### src/rtl/xbar_pkg.sv
// Shared crossbar constants and types for the W-channel dispatcher.
// The slave count lives here so index widths agree across every file.
package xbar_pkg;

  localparam int SLAVE_NUM = 3;
  localparam int SLV_IDX_W = (SLAVE_NUM > 1) ? $clog2(SLAVE_NUM) : 1;

  typedef enum logic [0:0] {
    W_IDLE  = 1'b0,
    W_BURST = 1'b1
  } w_disp_state_e;

  // Beat counters stick at 255 rather than wrapping on very long bursts.
  function automatic logic [7:0] sat_inc8(input logic [7:0] v);
    return (v == 8'hFF) ? v : v + 8'd1;
  endfunction

endpackage

### src/rtl/w_dispatch_if.sv
// Bundle of the dispatcher's route queue, W FIFO front and slave W-port signals.
// master = the dispatcher, slave = the surrounding crossbar / environment.
interface w_dispatch_if #(
  parameter int DATA_WIDTH = 32,
  parameter int STRB_WIDTH = 4
);
  import xbar_pkg::*;

  logic                   route_push;
  logic [SLV_IDX_W-1:0]   route_dst;
  logic                   route_full;

  logic                   fifo_empty;
  logic [DATA_WIDTH-1:0]  front_WDATA;
  logic [STRB_WIDTH-1:0]  front_WSTRB;
  logic                   front_WLAST;
  logic                   fifo_pop;

  logic [DATA_WIDTH-1:0]  WDATA_S;
  logic [STRB_WIDTH-1:0]  WSTRB_S;
  logic                   WLAST_S;
  logic [SLAVE_NUM-1:0]   WVALID_S;
  logic [SLAVE_NUM-1:0]   WREADY_S;

  logic                   w_decerr;
  logic [7:0]             burst_beats;

  modport master (
    input  route_push, route_dst, fifo_empty, front_WDATA, front_WSTRB, front_WLAST, WREADY_S,
    output route_full, fifo_pop, WDATA_S, WSTRB_S, WLAST_S, WVALID_S, w_decerr, burst_beats
  );

  modport slave (
    output route_push, route_dst, fifo_empty, front_WDATA, front_WSTRB, front_WLAST, WREADY_S,
    input  route_full, fifo_pop, WDATA_S, WSTRB_S, WLAST_S, WVALID_S, w_decerr, burst_beats
  );

endinterface

### src/rtl/w_route_fifo.sv
// Count-based in-order queue of destination slave indices; every entry is usable.
// Exposes the head and the entry behind it so bursts can chain without a bubble.
module w_route_fifo #(
  parameter int DEPTH = 4,
  parameter int W     = 2
) (
  input  logic                         ACLK,
  input  logic                         ARESET,
  input  logic                         push,
  input  logic [W-1:0]                 push_dst,
  input  logic                         pop,
  output logic                         full,
  output logic                         empty,
  output logic [$clog2(DEPTH+1)-1:0]   count,
  output logic [W-1:0]                 head,
  output logic [W-1:0]                 next_head
);

  localparam int PTR_W = (DEPTH > 1) ? $clog2(DEPTH) : 1;
  localparam int CNT_W = $clog2(DEPTH + 1);

  logic [W-1:0]     mem_q [DEPTH];
  logic [PTR_W-1:0] wr_ptr_q, wr_ptr_d;
  logic [PTR_W-1:0] rd_ptr_q, rd_ptr_d;
  logic [CNT_W-1:0] count_q, count_d;
  logic             do_push, do_pop;

  assign full    = (count_q == CNT_W'(DEPTH));
  assign empty   = (count_q == '0);
  assign do_push = push & ~full;
  assign do_pop  = pop & ~empty;

  // Power-of-two depth lets the pointers wrap by plain overflow.
  always_comb begin
    wr_ptr_d = wr_ptr_q;
    rd_ptr_d = rd_ptr_q;
    count_d  = count_q;
    if (do_push) wr_ptr_d = wr_ptr_q + PTR_W'(1);
    if (do_pop)  rd_ptr_d = rd_ptr_q + PTR_W'(1);
    case ({do_push, do_pop})
      2'b10:   count_d = count_q + CNT_W'(1);
      2'b01:   count_d = count_q - CNT_W'(1);
      default: count_d = count_q;
    endcase
  end

  always_ff @(posedge ACLK) begin
    if (ARESET) begin
      wr_ptr_q <= '0;
      rd_ptr_q <= '0;
      count_q  <= '0;
    end else begin
      wr_ptr_q <= wr_ptr_d;
      rd_ptr_q <= rd_ptr_d;
      count_q  <= count_d;
    end
  end

  always_ff @(posedge ACLK) begin
    if (do_push) mem_q[wr_ptr_q] <= push_dst;
  end

  assign count     = count_q;
  assign head      = mem_q[rd_ptr_q];
  assign next_head = mem_q[rd_ptr_q + PTR_W'(1)];

endmodule

### src/rtl/w_dispatch.sv
// Steers W bursts from the per-master W FIFO to slave W ports in AW order.
// Bursts to a nonexistent slave are drained one beat per cycle and flagged.
module w_dispatch
  import xbar_pkg::*;
#(
  parameter int DATA_WIDTH  = 32,
  parameter int STRB_WIDTH  = 4,
  parameter int ROUTE_DEPTH = 4
) (
  input  logic         ACLK,
  input  logic         ARESET,
  w_dispatch_if.master bus
);

  localparam int CNT_W = $clog2(ROUTE_DEPTH + 1);

  w_disp_state_e        state_q, state_d;
  logic [SLV_IDX_W-1:0] cur_dst_q, cur_dst_d;
  logic [7:0]           beat_cnt_q, beat_cnt_d;
  logic [7:0]           burst_beats_q, burst_beats_d;

  logic                 rt_pop, rt_full, rt_empty;
  logic [CNT_W-1:0]     rt_count;
  logic [SLV_IDX_W-1:0] rt_head, rt_next;

  logic                 in_burst, dst_ok;
  logic                 handshake, drain, beat, last_beat;
  logic [SLAVE_NUM-1:0] wvalid;
  logic [DATA_WIDTH-1:0] wdata;
  logic [STRB_WIDTH-1:0] wstrb;
  logic                 wlast;

  w_route_fifo #(
    .DEPTH (ROUTE_DEPTH),
    .W     (SLV_IDX_W)
  ) u_route (
    .ACLK      (ACLK),
    .ARESET    (ARESET),
    .push      (bus.route_push),
    .push_dst  (bus.route_dst),
    .pop       (rt_pop),
    .full      (rt_full),
    .empty     (rt_empty),
    .count     (rt_count),
    .head      (rt_head),
    .next_head (rt_next)
  );

  assign in_burst = (state_q == W_BURST);
  assign dst_ok   = ({1'b0, cur_dst_q} < (SLV_IDX_W + 1)'(SLAVE_NUM));

  // Valid follows FIFO occupancy; the front only moves on a pop, so it cannot drop early.
  generate
    for (genvar gi = 0; gi < SLAVE_NUM; gi++) begin : g_valid
      assign wvalid[gi] = in_burst & dst_ok & ~bus.fifo_empty & (cur_dst_q == SLV_IDX_W'(gi));
    end
  endgenerate

  assign handshake = |(wvalid & bus.WREADY_S);
  assign drain     = in_burst & ~dst_ok & ~bus.fifo_empty;
  assign beat      = handshake | drain;
  assign last_beat = beat & bus.front_WLAST;
  assign rt_pop    = last_beat;

  assign wdata = in_burst ? bus.front_WDATA : '0;
  assign wstrb = in_burst ? bus.front_WSTRB : '0;
  assign wlast = in_burst & bus.front_WLAST;

  always_comb begin
    state_d       = state_q;
    cur_dst_d     = cur_dst_q;
    beat_cnt_d    = beat_cnt_q;
    burst_beats_d = burst_beats_q;
    case (state_q)
      W_IDLE: begin
        if (!rt_empty) begin
          cur_dst_d = rt_head;
          state_d   = W_BURST;
        end
      end
      W_BURST: begin
        if (last_beat) begin
          beat_cnt_d    = '0;
          burst_beats_d = sat_inc8(beat_cnt_q);
          // Another burst already queued: switch straight to it with no idle cycle.
          if (rt_count > CNT_W'(1)) cur_dst_d = rt_next;
          else                      state_d   = W_IDLE;
        end else if (beat) begin
          beat_cnt_d = sat_inc8(beat_cnt_q);
        end
      end
      default: state_d = W_IDLE;
    endcase
  end

  always_ff @(posedge ACLK) begin
    if (ARESET) begin
      state_q       <= W_IDLE;
      cur_dst_q     <= '0;
      beat_cnt_q    <= '0;
      burst_beats_q <= '0;
    end else begin
      state_q       <= state_d;
      cur_dst_q     <= cur_dst_d;
      beat_cnt_q    <= beat_cnt_d;
      burst_beats_q <= burst_beats_d;
    end
  end

  assign bus.route_full  = rt_full;
  assign bus.fifo_pop    = beat;
  assign bus.WVALID_S    = wvalid;
  assign bus.WDATA_S     = wdata;
  assign bus.WSTRB_S     = wstrb;
  assign bus.WLAST_S     = wlast;
  assign bus.w_decerr    = drain & bus.front_WLAST;
  assign bus.burst_beats = burst_beats_q;

  a_valid_onehot0 : assert property (@(posedge ACLK) disable iff (ARESET) $onehot0(wvalid));

endmodule
### src/flat_wrapper.sv
// flat-port wrapper written by rule: the top's interface ports become plain ports
module w_dispatch_flat import xbar_pkg::*;
#(
  parameter int DATA_WIDTH  = 32,
  parameter int STRB_WIDTH  = 4,
  parameter int ROUTE_DEPTH = 4
)
  (ACLK, ARESET, bus_route_push, bus_route_dst, bus_fifo_empty, bus_front_WDATA, bus_front_WSTRB, bus_front_WLAST, bus_WREADY_S, bus_route_full, bus_fifo_pop, bus_WDATA_S, bus_WSTRB_S, bus_WLAST_S, bus_WVALID_S, bus_w_decerr, bus_burst_beats);
  w_dispatch_if #(.DATA_WIDTH(DATA_WIDTH), .STRB_WIDTH(STRB_WIDTH)) bus_i ();
  input  logic ACLK;
  input  logic ARESET;
  input wire logic [$bits(bus_i.route_push)-1:0] bus_route_push;
  input wire logic [$bits(bus_i.route_dst)-1:0] bus_route_dst;
  input wire logic [$bits(bus_i.fifo_empty)-1:0] bus_fifo_empty;
  input wire logic [$bits(bus_i.front_WDATA)-1:0] bus_front_WDATA;
  input wire logic [$bits(bus_i.front_WSTRB)-1:0] bus_front_WSTRB;
  input wire logic [$bits(bus_i.front_WLAST)-1:0] bus_front_WLAST;
  input wire logic [$bits(bus_i.WREADY_S)-1:0] bus_WREADY_S;
  output wire logic [$bits(bus_i.route_full)-1:0] bus_route_full;
  output wire logic [$bits(bus_i.fifo_pop)-1:0] bus_fifo_pop;
  output wire logic [$bits(bus_i.WDATA_S)-1:0] bus_WDATA_S;
  output wire logic [$bits(bus_i.WSTRB_S)-1:0] bus_WSTRB_S;
  output wire logic [$bits(bus_i.WLAST_S)-1:0] bus_WLAST_S;
  output wire logic [$bits(bus_i.WVALID_S)-1:0] bus_WVALID_S;
  output wire logic [$bits(bus_i.w_decerr)-1:0] bus_w_decerr;
  output wire logic [$bits(bus_i.burst_beats)-1:0] bus_burst_beats;
  assign bus_i.route_push = bus_route_push;
  assign bus_i.route_dst = bus_route_dst;
  assign bus_i.fifo_empty = bus_fifo_empty;
  assign bus_i.front_WDATA = bus_front_WDATA;
  assign bus_i.front_WSTRB = bus_front_WSTRB;
  assign bus_i.front_WLAST = bus_front_WLAST;
  assign bus_i.WREADY_S = bus_WREADY_S;
  assign bus_route_full = bus_i.route_full;
  assign bus_fifo_pop = bus_i.fifo_pop;
  assign bus_WDATA_S = bus_i.WDATA_S;
  assign bus_WSTRB_S = bus_i.WSTRB_S;
  assign bus_WLAST_S = bus_i.WLAST_S;
  assign bus_WVALID_S = bus_i.WVALID_S;
  assign bus_w_decerr = bus_i.w_decerr;
  assign bus_burst_beats = bus_i.burst_beats;
  w_dispatch #(.DATA_WIDTH(DATA_WIDTH), .STRB_WIDTH(STRB_WIDTH), .ROUTE_DEPTH(ROUTE_DEPTH)) u_core (.ACLK(ACLK), .ARESET(ARESET), .bus(bus_i));
endmodule
### config.mk
export PLATFORM = sky130hd
export DESIGN_NAME = w_dispatch_flat
export DESIGN_NICKNAME = d
export VERILOG_FILES = /design/src/rtl/xbar_pkg.sv /design/src/rtl/w_dispatch_if.sv /design/src/rtl/w_route_fifo.sv /design/src/rtl/w_dispatch.sv /design/src/flat_wrapper.sv
export SDC_FILE = /design/constraint.sdc
export NUM_CORES = 1
export LEC_CHECK = 0
export BUFFER_PORTS_ARGS = -buffer_cell sky130_fd_sc_hd__buf_2
export CORE_UTILIZATION = 47
export DETAILED_ROUTE_END_ITERATION = 12
export PLACE_DENSITY = 0.8
export SKIP_LAST_GASP = 1
export SYNTH_ARGS = -nofsm -noshare
export SYNTH_HDL_FRONTEND = slang
export SYNTH_SLANG_ARGS = --single-unit
export TNS_END_PERCENT = 100
### constraint.sdc
create_clock -name ACLK -period 2.88 [get_ports ACLK]
set_input_delay 0 -clock ACLK [delete_from_list [all_inputs] [get_ports ACLK]]
set_output_delay 0 -clock ACLK [all_outputs]
set_load 0.01 [all_outputs]
# After elaboration in Yosys (flattened, before gate mapping)
# Memories as Yosys holds them, arrays and structs flattened. A register that Yosys moved wholly into a read port is not among the register bits.
# Cells that the tools add are included.
# totals
register_bits	26
ramBits	8
inputBits	46
out_inout_bits	51
mem_count	1
# memory_table
memory	depth	width	rd	rd_clocked_by_memory_dff	write_ports	line_no	source
u_core.u_route.mem_q	4	2	2	1	1	w_route_fifo.sv:22	logic [W-1:0] mem_q [DEPTH];
# classes
add_sub_neg	5
magnitude_cmp	2
eq_ne	9
n_mux	18
bitwise	19
n_reduce_logical	8
# op_table
operator	n
$mux W32	1
$mux W8	3
$and A1 B1 Y1	12
$mux W2	5
$add A8 B1 Y8 const B	1
$eq A8 B8 Y1 const B	1
$ne A2 B2 Y1 const B	3
$pmux W3 S2	1
$mux W1	5
$not A1 Y1	5
$add A2 B1 Y2 const B	2
$eq A2 B1 Y1 const B	2
$eq A2 B2 Y1 const B	2
$mux W4	1
$pmux W2 S2	1
$reduce_and A2 Y1	2
$reduce_bool A2 Y1	2
$add A3 B1 Y3 const B	1
$and A3 B3 Y3	1
$eq A3 B3 Y1 const B	1
$gt A3 B1 Y1 const B	1
$logic_not A3 Y1	1
$reduce_and A3 Y1	1
$reduce_or A3 Y1	1
other kinds (5)	5

# Depth between registers and ports, before layout
# depth
ltp_word	11
ltp_mapped	9
depth_no_buf	9

# Modules after synthesis
# A second synthesis with hierarchy kept.
# unflattened
hier_cells	232
area_unflattened_um2	2069.5
# modules_own_cells
mod	instances	cells_per_inst	area_each_um2	seq_area_each_um2
w_dispatch	1	166	1253.7	380.4
w_route_fifo	1	66	815.8	420.4

# Worst setup path after synthesis
# OpenSTA, ideal clock, no wires.
# synth_timing
path_kind	flip-flop to flip-flop
from	reg u_core.cur_dst_q[1]
to	reg u_core.u_route.count_q[2], in the netlist u_core.u_route.count[2]
setup_ns	0.070
arrival_time_ns	1.972
setup_slack_ns	0.838
stages_incl_launch_ff	8
path_buffers	1
synth_period_minus_slack_ns	2.042
path_cell_list	dfxtp_1 -> or3b_4 -> o211ai_2 -> buf_4 -> nor2_1 -> ha_1 -> or3_1 -> a21oi_1
# synth_between
elab_chain_len	11
elab_cells_between_ends	21
classes_between	order compare (1); eq/ne (4); mux (1); bitwise (12); reduce/logical (3)
# synth_lines
item	line_no	source
start: declaration	w_dispatch.sv:18	logic [SLV_IDX_W-1:0] cur_dst_q, cur_dst_d;
start signal: assignment	w_dispatch.sv:104	cur_dst_q <= cur_dst_d;
$lt A2 B2 Y1	w_dispatch.sv:50	assign dst_ok = ({1'b0, cur_dst_q} < (SLV_IDX_W + 1)'(SLAVE_NUM));
$and A1 B1 Y1 (3 in a row)	w_dispatch.sv:55	assign wvalid[gi] = in_burst & dst_ok & ~bus.fifo_empty & (cur_dst_q == SLV_IDX_W'(gi));
$and A3 B3 Y3	w_dispatch.sv:59	assign handshake = |(wvalid & bus.WREADY_S);
$reduce_or A3 Y1	w_dispatch.sv:59	
$or A1 B1 Y1 (*)	w_dispatch.sv:61	assign beat = handshake | drain;
$and A1 B1 Y1 (*)	w_dispatch.sv:62	assign last_beat = beat & bus.front_WLAST;
$and A1 B1 Y1 (*)	w_route_fifo.sv:31	assign do_pop = pop & ~empty;
named net u_core.u_route.do_pop	w_route_fifo.sv:26	logic do_push, do_pop;
$eq A2 B1 Y1 or $eq A2 B2 Y1 (tied branches)	w_route_fifo.sv:40	case ({do_push, do_pop})
$pmux W3 S2 or $reduce_bool A2 Y1 (tied branches)	-	
end signal: assignment	w_route_fifo.sv:55	count_q <= count_d;
end: declaration	w_route_fifo.sv:25	logic [CNT_W-1:0] count_q, count_d;
# The timed path passes the listed nets; every way through them passes the cells marked *.
# A chain may end at the register's enable or synchronous reset.

# Final worst setup path
# layout_timing
from	reg u_core.cur_dst_q[0]
to	reg u_core.u_route.count_q[2], in the netlist u_core.u_route.count[2]
# Same word-level chain as after synthesis.

==> results.py <==
metrics = {
    "synthesis": {
        "synth_top_area_cell": "dfxtp_1",
        "synth.avg_cell_area_um2": 9.03,
        "async_flop_share": 0,
        "synth_compound_area_frac": 0.146,
        "synth_top_family_by_area": "simple AND/OR/NAND/NOR gates",
        "synth_top_cells_by_count": "and2_1, dfxtp_1, a21oi_1",
        "synthesis.nets": 289,
        "muxShareOfSynthArea": 0.0793,
        "synth.area.top_cells": "dfxtp_1, and2_1, edfxtp_1",
        "synth.top_cell.area_share": 0.265,
        "synthXorXnorAreaFrac": 0.0207,
        "ys_types": 52,
        "synth-seq-area-share": 0.379,
        "synthSimpleGateAreaFrac": 0.269,
        "synth.cell_area_um2": 2110,
        "ys_warn_count": 0,
        "synth-edff-count": 8,
        "synthAdderAreaFrac": 0.0533,
        "synth_cells": 234,
        "synth.most_common_cell": "and2_1",
        "ys.flop_type": "dfxtp_1",
        "synth-seq-cells": 36,
    },
    "drt": {
        "vias": 1982,
        "drc": 0,
        "ant_nets": 0,
        "via_per_inst": 5.24,
        "routedWlPerCell_um": 12.8,
        "dr.pass1.iters": 4,
        "routed_wl_mm": 4.86,
        "dr.first_iter.drc_count": 56,
    },
    "sta": {
        "skew_ns": 0.00730,
        "finalHoldWorstSlack_ns": 0.104,
        "fmax_mhz": 414,
        "setup_violations": 0,
        "finalSetupTns_ns": 0,
        "tightest_slew_ns": 0.657,
        "rsz0062_at_grt": "false",
        "slew_headroom": 0.561,
        "fin_crit_sh": 0.840,
        "period_needed_ns": 2.42,
        "slew_viol_final": 0,
        "fin_ws_ns": 0.462,
        "hold_violations": 0,
    },
    "layout": {
        "drive_gt1_frac": 0.359,
        "syn2layout_area_growth_pct": 27.5,
        "final_cell_count_no_fill": 378,
        "nFillCells": 391,
        "fin_area_um2": 2690,
        "antenna_cells": 0,
        "fin_nets": 381,
        "post-route-util": 0.623,
    },
    "setup_path": {
        "crit_path_start": "u_core.cur_dst_q[0]",
        "slowest_stage": "o211ai_2",
        "max_stage_delay_ns": 0.54,
        "critPathKind": "reg -> reg",
        "crit_path_end": "u_core.u_route.count[2]",
        "cp_cell_sequence": "mux2_4 > o211ai_2 > nor2_1 > ha_1 > or3_1 > a21oi_1",
        "critPathCaptureType": "flip-flop",
        "arrival_ns": 2.63,
        "reg2reg_setup_slack_ns": 0.46,
        "critPathBufInv": 0,
        "crit_path_start_kind": "flip-flop",
        "worst-path-max-fanout": 15,
        "path_depth": 6,
        "crit_family": "compound AO/OA/AOI/OAI gates",
        "r2r_cells": 6,
        "worstPathRequired_ns": 3.10,
        "r2r-end": "u_core.u_route.count[2]",
        "reg2reg_from": "u_core.cur_dst_q[0]",
    },
    "clocking": {
        "cts_setup_buffers": 0,
        "cts-root-buf": "clkbuf_8",
        "cts_tree": "built",
        "clock_latency_ns": 0.29,
        "cts_buffers": 5,
        "cts_num_sinks": 36,
        "clk_pin_slew_ns": 0.07,
        "cts_max_path_buffers": 2,
        "htree_levels": 2,
    },
    "die": {
        "dieArea_um2": 4770,
        "fp.coreArea_um2": 4320,
        "top_level_ports": 97,
        "initial_core_util": 0.489,
        "num_rows": 24,
        "die_h_um": 69.1,
        "die_x_um": 69.1,
    },
    "power_and_ir_drop": {
        "leakage_nw": 1.25,
        "power.density_nw_per_um2": 444,
        "power_mw": 1.20,
        "ir_worst_vdd_mv": 0.304,
    },
    "placement": {
        "placed_area_um2": 2600,
        "place_inst": 369,
        "pre_cts_ws_ns": 0.511,
        "hpwlAfterDp_mm": 3.71,
        "gp_congestion": 0.856,
        "portBuffers": 96,
    },
    "global_routing": {
        "grt-ovfl-total": 0,
        "grt_pass1_vias": 1822,
        "antenna_found_initial": 0,
        "grt_max_degree": 44,
        "grt_pass1_wl_mm": 7.99,
        "track_usage": 0.207,
    },
    "min_path": {
        "hp-class": "in -> reg",
    },
    "run_status": {
        "status": "completed",
    },
    "run": {
        "cap_violations": 0,
    },
}
-- worst min-delay path: stages --
cell and delay [ns]:
buf_2 0.15, a31o_2 0.13, a211oi_2 0.06
-- layout make-up --
class,instances,area (µm²),share of cell area
Sequential cell,36,801,0.297
Clock inverter,1,5.00,0.00186
Tap cell,52,65.1,0.0242
Timing Repair Buffer,99,508,0.189
Clock buffer,6,72.6,0.0269
Inverter,11,41.3,0.0153
Multi-Input combinational cell,173,1200,0.446
-- registers in the layout, summed over array words and instances (netlist names), named ones only --
name / count
u_core.beat_cnt_q: 8
u_core.cur_dst_q: 2
u_core.u_route.mem_q: 8
u_core.u_route.rd_ptr_q: 2
u_core.bus.burst_beats: 8
u_core.u_route.wr_ptr_q: 2
u_core.u_route.count: 3
u_core.in_burst: 1
-- cells by family (layout without fill, tap and decap cells) --
kind of cell | Yosys count | count (layout)
flops | 36 | 36
fa+ha+maj | 9 | 9
xor+xnor | 5 | 5
buf+inv | 25 | 117
simple gates | 100 | 100
mux | 11 | 11
compound gates | 48 | 48
-- power breakdown --
part           switching, mW  internal [mW]
clock network          0.169          0.164
logic                  0.157          0.143
registers             0.0227          0.540
-- layer usage --
layer,vias up,global-route usage,part of all wire
met1,889,0.240,0.43
met4,0,0.104,0.019
met2,81,0.351,0.49
met5,-,0,0
met3,9,0.0526,0.067
li1,1003,-,-
-- worst min path at each step --
stage                     startpoint                    endpoint  slack, ns  cells past startpoint
finish               bus_front_WLAST        u_core.beat_cnt_q[5]       0.10                      3
global route         bus_front_WLAST        u_core.beat_cnt_q[5]       0.12                      3
CTS                  bus_front_WLAST        u_core.beat_cnt_q[5]       0.09                      3
detailed placement  bus_route_dst[0]  u_core.u_route.mem_q[3][0]       0.23                      1
global placement    bus_route_dst[1]  u_core.u_route.mem_q[3][1]       0.23                      1
floorplan           bus_route_dst[0]  u_core.u_route.mem_q[0][0]        0.1                      0
-- cells in the final DEF (no fill, tap or decap), types with 2 or more instances in the layout --
cell and count:
buf_2 96, and2_1 43, dfxtp_1 28, a21oi_1 22
nor2_1 16, inv_1 10, nand2_1 9, ha_1 9
edfxtp_1 8, o21ai_0 7, nand3_1 6, nor3_1 5
clkbuf_8 5, mux4_2 4, mux2i_1 4, nand4_1 4
xnor2_1 3, or3_1 3, o211ai_1 3, o211ai_2 2
nor2b_1 2, mux2_2 2, o31ai_1 2, xor2_1 2
a211oi_1 2, and3_1 2, dlygate4sd3_1 2
-- repair_timing --
action	4_1_cts	5_1_grt
resized for setup	0	0
endpoints found under the hold margin	8	0
hold buffers	2	0
endpoints found under the setup margin	0	0
(Power assumes the default switching activity.)
